### config.mk
export PLATFORM = sky130hd
export DESIGN_NAME = axis_bram_reader
export DESIGN_NICKNAME = d
export VERILOG_FILES = /design/src/rtl/axis_bram_reader.sv
export SDC_FILE = /design/constraint.sdc
export NUM_CORES = 1
export LEC_CHECK = 0
export CORE_MARGIN = 8
export CORE_UTILIZATION = 45
export CTS_BUF_LIST = sky130_fd_sc_hd__clkbuf_16
export CTS_CLUSTER_DIAMETER = 40
export CTS_CLUSTER_SIZE = 28
export DETAILED_ROUTE_END_ITERATION = 8
export DONT_BUFFER_PORTS = 1
export PLACE_DENSITY = 0.57
export SETUP_SLACK_MARGIN = 0.05
export SLEW_MARGIN = 25
export SYNTH_ARGS = -nofsm -noshare
export SYNTH_HDL_FRONTEND = slang
export SYNTH_SLANG_ARGS = --single-unit
export TNS_END_PERCENT = 100
### constraint.sdc
create_clock -name aclk -period 4.4 [get_ports aclk]
set_clock_uncertainty 0.05 [all_clocks]
set_input_delay 0.66 -clock aclk [delete_from_list [all_inputs] [get_ports aclk]]
set_output_delay 0.66 -clock aclk [all_outputs]
set_load 0.05 [all_outputs]
### src/rtl/axis_bram_reader.sv
// Streams a window of the capture BRAM out as AXI-Stream, with circular addressing,
// a 2-entry output FIFO and read-credit flow control so no word is ever dropped.
module axis_bram_reader #(
  parameter int AXIS_TDATA_WIDTH = 32,
  parameter int BRAM_DATA_WIDTH  = 16,
  parameter int BRAM_ADDR_WIDTH  = 16
) (
  input  logic                        aclk,
  input  logic                        aresetn,
  input  logic [31:0]                 rd_control,
  input  logic [BRAM_ADDR_WIDTH-1:0]  rd_start_addr,
  input  logic [BRAM_ADDR_WIDTH:0]    rd_length,
  output logic [31:0]                 rd_status,
  output logic [AXIS_TDATA_WIDTH-1:0] m_axis_tdata,
  output logic                        m_axis_tvalid,
  input  logic                        m_axis_tready,
  output logic                        m_axis_tlast,
  output logic                        bram_portb_clk,
  output logic [BRAM_ADDR_WIDTH-1:0]  bram_portb_addr,
  input  logic [BRAM_DATA_WIDTH-1:0]  bram_portb_rddata,
  output logic                        bram_portb_en
);

  localparam int LW = BRAM_ADDR_WIDTH + 1;
  localparam logic [LW-1:0]              ONE_L = LW'(1);
  localparam logic [BRAM_ADDR_WIDTH-1:0] ONE_A = BRAM_ADDR_WIDTH'(1);

  typedef enum logic [1:0] {S_IDLE, S_RUN, S_DRAIN, S_DONE} state_t;

  state_t                     state_q, state_d;
  logic [BRAM_ADDR_WIDTH-1:0] rd_addr_q, rd_addr_d;
  logic [LW-1:0]              issue_cnt_q, issue_cnt_d;
  logic [LW-1:0]              send_cnt_q, send_cnt_d;
  logic [15:0]                sent_q, sent_d;
  logic                       dv_q;
  logic [1:0][BRAM_DATA_WIDTH-1:0] mem_q;
  logic                       wr_ptr_q, rd_ptr_q;
  logic [1:0]                 cnt_q;

  logic rd_enable, start, abort, pop, push, issue, last_issue, head_last, busy, done;
  logic [2:0] occ;
  logic [BRAM_DATA_WIDTH-1:0] head;
  logic unused_ctrl;

  assign rd_enable   = rd_control[0];
  assign unused_ctrl = ^rd_control[31:1];

  assign start     = (state_q == S_IDLE) && rd_enable;
  assign abort     = ((state_q == S_RUN) || (state_q == S_DRAIN)) && !rd_enable;
  assign push      = dv_q;
  assign pop       = m_axis_tvalid && m_axis_tready;
  assign head      = mem_q[rd_ptr_q];
  assign head_last = m_axis_tvalid && (send_cnt_q == ONE_L);

  // Occupancy once this cycle's pop and the read already on the BRAM bus have landed;
  // a new read issued now lands one edge after that, so at most one slot may be used here.
  assign occ = {1'b0, cnt_q} + {2'b0, dv_q} - {2'b0, pop};

  // FSM: state register
  always_ff @(posedge aclk or negedge aresetn) begin
    if (!aresetn) state_q <= S_IDLE;
    else          state_q <= state_d;
  end

  // FSM: next state
  always_comb begin
    state_d = state_q;
    unique case (state_q)
      S_IDLE:  if (rd_enable) state_d = (rd_length == '0) ? S_DONE : S_RUN;
      S_RUN:   if (!rd_enable) state_d = S_IDLE;
               else if (last_issue) state_d = S_DRAIN;
      S_DRAIN: if (!rd_enable) state_d = S_IDLE;
               else if (pop && head_last) state_d = S_DONE;
      S_DONE:  if (!rd_enable) state_d = S_IDLE;
      default: state_d = S_IDLE;
    endcase
  end

  // FSM: outputs
  always_comb begin
    busy  = (state_q == S_RUN) || (state_q == S_DRAIN);
    done  = (state_q == S_DONE);
    issue = (state_q == S_RUN) && rd_enable && (issue_cnt_q != '0) && (occ < 3'd2);
  end

  assign last_issue = issue && (issue_cnt_q == ONE_L);

  always_comb begin
    rd_addr_d   = rd_addr_q;
    issue_cnt_d = issue_cnt_q;
    send_cnt_d  = send_cnt_q;
    sent_d      = sent_q;
    if (start) begin
      rd_addr_d   = rd_start_addr;
      issue_cnt_d = rd_length;
      send_cnt_d  = rd_length;
      sent_d      = '0;
    end else if (abort) begin
      issue_cnt_d = '0;
      send_cnt_d  = '0;
    end else begin
      if (issue) begin
        rd_addr_d   = rd_addr_q + ONE_A;
        issue_cnt_d = issue_cnt_q - ONE_L;
      end
      if (pop) begin
        send_cnt_d = send_cnt_q - ONE_L;
        sent_d     = sent_q + 16'd1;
      end
    end
  end

  always_ff @(posedge aclk or negedge aresetn) begin
    if (!aresetn) begin
      rd_addr_q   <= '0;
      issue_cnt_q <= '0;
      send_cnt_q  <= '0;
      sent_q      <= '0;
    end else begin
      rd_addr_q   <= rd_addr_d;
      issue_cnt_q <= issue_cnt_d;
      send_cnt_q  <= send_cnt_d;
      sent_q      <= sent_d;
    end
  end

  // Output FIFO; an abort drops both the stored words and the read still on the bus.
  always_ff @(posedge aclk or negedge aresetn) begin
    if (!aresetn) begin
      dv_q     <= 1'b0;
      mem_q    <= '0;
      wr_ptr_q <= 1'b0;
      rd_ptr_q <= 1'b0;
      cnt_q    <= '0;
    end else if (abort) begin
      dv_q     <= 1'b0;
      wr_ptr_q <= 1'b0;
      rd_ptr_q <= 1'b0;
      cnt_q    <= '0;
    end else begin
      dv_q <= issue;
      if (push) begin
        mem_q[wr_ptr_q] <= bram_portb_rddata;
        wr_ptr_q        <= ~wr_ptr_q;
      end
      if (pop) rd_ptr_q <= ~rd_ptr_q;
      cnt_q <= cnt_q + {1'b0, push} - {1'b0, pop};
    end
  end

  assign m_axis_tvalid   = (cnt_q != '0);
  assign m_axis_tdata    = {{(AXIS_TDATA_WIDTH-BRAM_DATA_WIDTH){head[BRAM_DATA_WIDTH-1]}}, head};
  assign m_axis_tlast    = head_last;
  assign bram_portb_clk  = aclk;
  assign bram_portb_addr = rd_addr_q;
  assign bram_portb_en   = issue;
  assign rd_status       = {sent_q, 14'd0, busy, done};

endmodule

* After elaboration in Yosys (flattened, before gate mapping)
Cells that the tools add are included.
** Word-level totals
- Bits in registers :: 105
- Input port bits :: 84
- Output and inout bits :: 84
** Operators by class
- $add $sub $neg :: 8
- Order comparisons :: 4
- Equal/unequal tests :: 10
- Muxes and demuxes :: 31
- Bitwise operators :: 3
- Reduce and logical (&&, ||, !) cells :: 26
** Operators by type and width (count)
- 2-to-1 mux 16 bit :: 9
- 2-to-1 mux 17 bit :: 6
- == test 17 x 1 -> 1 bit (second input constant) :: 2
- subtractor 17 x 1 -> 17 bit (second input constant) :: 2
- adder 16 x 1 -> 16 bit (second input constant) :: 2
- bitwise mux 32 bit :: 1
- zero test 17 bit :: 1
- nonzero test 17 bit :: 1
- demux 16 bit (select 1 bit) :: 1
- 2-to-1 mux 2 bit :: 8
- logical AND 1 bit :: 10
- nonzero test 2 bit :: 5
- one-hot mux 2 bit (4 select lines) :: 1
- != test 2 bit (second input constant) :: 3
- != test 3 bit (second input constant) :: 2
- AND reduction 2 bit :: 3
- nonzero test 3 bit :: 2
- 2-to-1 mux 1 bit :: 5
- == test 2 bit (second input constant) :: 2
- less-than comparator 1 x 2 -> 1 bit (second input constant) :: 2
- AND reduction 4 bit :: 1
- adder 2 x 1 -> 3 bit :: 1
- less-than comparator 3 x 2 -> 1 bit (second input constant) :: 1
- NOT 1 bit :: 3
- other kinds (8) :: 8

* Depth between registers and ports, before layout
- Depth in word-level cells :: 9
- Mapped depth :: 12
- Gate-level depth less buffers :: 11

==> results.json <==
{
  "min_path_type": "in2async",
  "ys_async_sr_fraction_pct": 100,
  "die_w_um": 131,
  "holdWs_ns": 0.167,
  "dp_hpwl_mm": 11.1,
  "avgViaCountPerCell": 5.82,
  "grt_usage_pct": 17.8,
  "finalCritPeriodShare_pct": 87.8,
  "drt-initial-drc-count": 279,
  "wl_per_cell_um": 19.7,
  "route.detailed.drc": 0,
  "cts_buffers": 9,
  "clockPowerShare_pct": 16.2,
  "ys_warn_count": 0,
  "synth_top_cell_area_share_pct": 44.0,
  "cts_resized": 0,
  "clk_path_buf_depth": 2,
  "r2r-end": "issue_cnt_q[9]",
  "vias": 4489,
  "p_sw_share_pct": 51.7,
  "syn_avg_cell_area_um2": 9.77,
  "hold_viol_final": 0,
  "synth_area_leader_cell": "dfrtp_1",
  "rows": 42,
  "clk_latency_ns": 0.35,
  "power.static_leakage_nw": 2.63,
  "grt_overflow_total": 0,
  "ys_top_cells_by_area": "dfrtp_1, mux2_2, buf_4",
  "reg2reg_slack_ns": 1.09,
  "synthFlopType": "dfrtp_1",
  "slew_violations": 0,
  "synth.distinct_cells": 62,
  "final_layout_size_suffix_gt1_share_pct": 13.6,
  "antenna_found_initial": 0,
  "cts_sinks": 105,
  "layout.cells.non_filler": 771,
  "clk_pin_slew_worst_paths_ns": 0.07,
  "coreArea_um2": 13100,
  "cap_viol_max_count": 0,
  "yosysMostFrequentCell": "dfrtp_1",
  "start_kind": "register",
  "r2r-start": "cnt_q[1]",
  "firstDrtPassIters": 5,
  "tns_ns": 0,
  "cts_tree": "done",
  "gp_congestion": 0.838,
  "combPwrFrac_pct": 47.3,
  "required_ns": 3.69,
  "period_minus_slack_ns": 3.86,
  "synth_common_cells": "dfrtp_1, nor2_1, nand2_1",
  "worstMarginPinSlew_ns": 0.824,
  "grt_pass1_vias": 4540,
  "synth_edf_count": 0,
  "dpl_cell_area_um2": 6000,
  "drtAntennaViolNets": 0,
  "fmaxAchievable_mhz": 259,
  "ff2ff_path_depth": 11,
  "clockRootBuffer": "clkbuf_16",
  "fin_area_um2": 6340,
  "die_area_um2": 17200,
  "p_int_mw": 2.60,
  "ir_worst_vdd_v": 0.000315,
  "rsz0062_at_grt": "no",
  "grt_pass1_wl_mm": 24.8,
  "grt_max_degree": 106,
  "syn_inst": 612,
  "path_class": "reg2out",
  "crit_path_end_kind": "primary output",
  "seqCellArea_um2": 2630,
  "p_switching_mw": 2.79,
  "endpoint": "bram_portb_en",
  "io_pins": 168,
  "area_growth_pct": 6.15,
  "dp_cells": 754,
  "path_max_fanout": 16,
  "nets": 687,
  "p_seq_share_pct": 36.5,
  "syn-cell-area_um2": 5980,
  "outcome": "finished clean",
  "n_antenna_cell": 0,
  "initial_utilization_pct": 45.7,
  "multiInputGateArea_um2": 3010,
  "crit_path_start": "cnt_q[1]",
  "synth_seq_cells": 105,
  "power.density_nw_per_um2": 848,
  "critPathArrivalTime_ns": 3.15,
  "num-fill-cells": 1258,
  "ys_seq_area_share_pct": 44.0,
  "slew_headroom_pct": 44.9,
  "port_buffers": 0,
  "wirelength_mm": 15.2,
  "setup_violations": 0,
  "h-tree-depth": 3,
  "die_y_um": 131
}
[area by class of cell]
class,instances,share of cell area (%)
well taps,176,3.47
flip-flops and latches,105,41.4
clock buffers,9,3.55
inverters,17,1.01
multi-input cells,448,47.4
repair buffers,9,1.70
clock inverters,7,1.48
[state kept, by name, indices dropped and copies added, names as in the netlist]
| register | cells |
|---|---|
| mem_q | 32 |
| issue_cnt_q | 17 |
| send_cnt_q | 17 |
| bram_portb_addr | 16 |
| sent_q | 16 |
| cnt_q | 2 |
| state_q | 2 |
| dv_q | 1 |
| rd_ptr_q | 1 |
| wr_ptr_q | 1 |
[metrics by stage]
step / setup WS, ns / power, mW / util [%]
floorplan: 1.28 / 4.22 / -
detailed placement: 0.831 / 4.51 / 45.8
global placement: 0.894 / 4.40 / 45.6
finish: 0.536 / 5.38 / 48.5
global route: 0.265 / 5.71 / 48.5
CTS: 0.521 / 5.42 / 48.5
[repair_timing]
action,CTS,global route
hold endpoints to repair,105,0
hold buffers,1,0
setup buffers,0,0
endpoints found under the setup margin,0,0
[metal layers]
metal | GRT usage (%) | vias up | wire length (µm)
met4 | 8.68 | 0 | 353
met5 | 0 | - | 0
li1 | - | 2113 | -
met2 | 26.8 | 153 | 6960
met1 | 22.5 | 2203 | 6600
met3 | 6.14 | 20 | 1300
[critical path: stages, from the launching register on]
cell and delay, ns:
dfrtp_1 0.55, nand2_1 0.12, mux2i_1 0.16, ha_1 0.16, inv_1 0.05, fa_1 0.51
nand3_1 0.15, nor2_1 0.42, o31ai_4 0.29, inv_2 0.39
[logic make-up after synthesis]
logic type | share of synthesized area, %
buffers and inverters | 6.80
xor gates and xnor gates | 5.86
other | 0.0627
AOI/OAI and AO/OA | 12.9
muxes | 9.90
adders and majority gates | 2.85
DFF | 44.0
and+or+nand+nor | 17.7
[cells in the final DEF, fill, tap and decap left out, types with 3 or more instances in the layout]
master	count
xnor2_1	22
nor2_1	52
and3_1	3
nand4_1	6
xor2_1	18
or4_4	3
a21oi_1	18
o31ai_1	3
and4_1	3
inv_1	16
nand3_1	27
o21a_1	3
ha_1	12
conb_1	14
clkbuf_16	9
mux2i_1	4
nor4_1	9
buf_4	7
nand2_1	51
mux2_2	48
or3_1	10
o21ai_0	42
nor3_1	15
o211ai_1	6
nand2b_1	5
dfrtp_1	105
a211oi_1	5
and2_1	5
or4_1	8
a31oi_1	15
[power by group through the flow]
| stage | Sequential (mW) | Combinational, mW | Clock, mW |
|---|---|---|---|
| finish | 1.97 | 2.55 | 0.873 |
| global route | 2.03 | 2.75 | 0.931 |
| CTS | 1.96 | 2.56 | 0.895 |
| detailed placement | 1.98 | 2.53 | 0 |
| global placement | 1.95 | 2.44 | 0 |
| floorplan | 1.86 | 2.30 | 0.0490 |
[how the worst min path moves through the flow]
stage / startpoint / to / slack, ns / cells past startpoint
global placement: aresetn / issue_cnt_q[9] / 0.32 / 0
floorplan: aresetn / bram_portb_addr[0] / 0.31 / 0
finish: aresetn / issue_cnt_q[5] / 0.17 / 1
detailed placement: aresetn / issue_cnt_q[9] / 0.32 / 0
CTS: aresetn / bram_portb_addr[4] / 0.22 / 1
global route: aresetn / issue_cnt_q[7] / 0.24 / 1
Power figures use the tool's default switching activity.
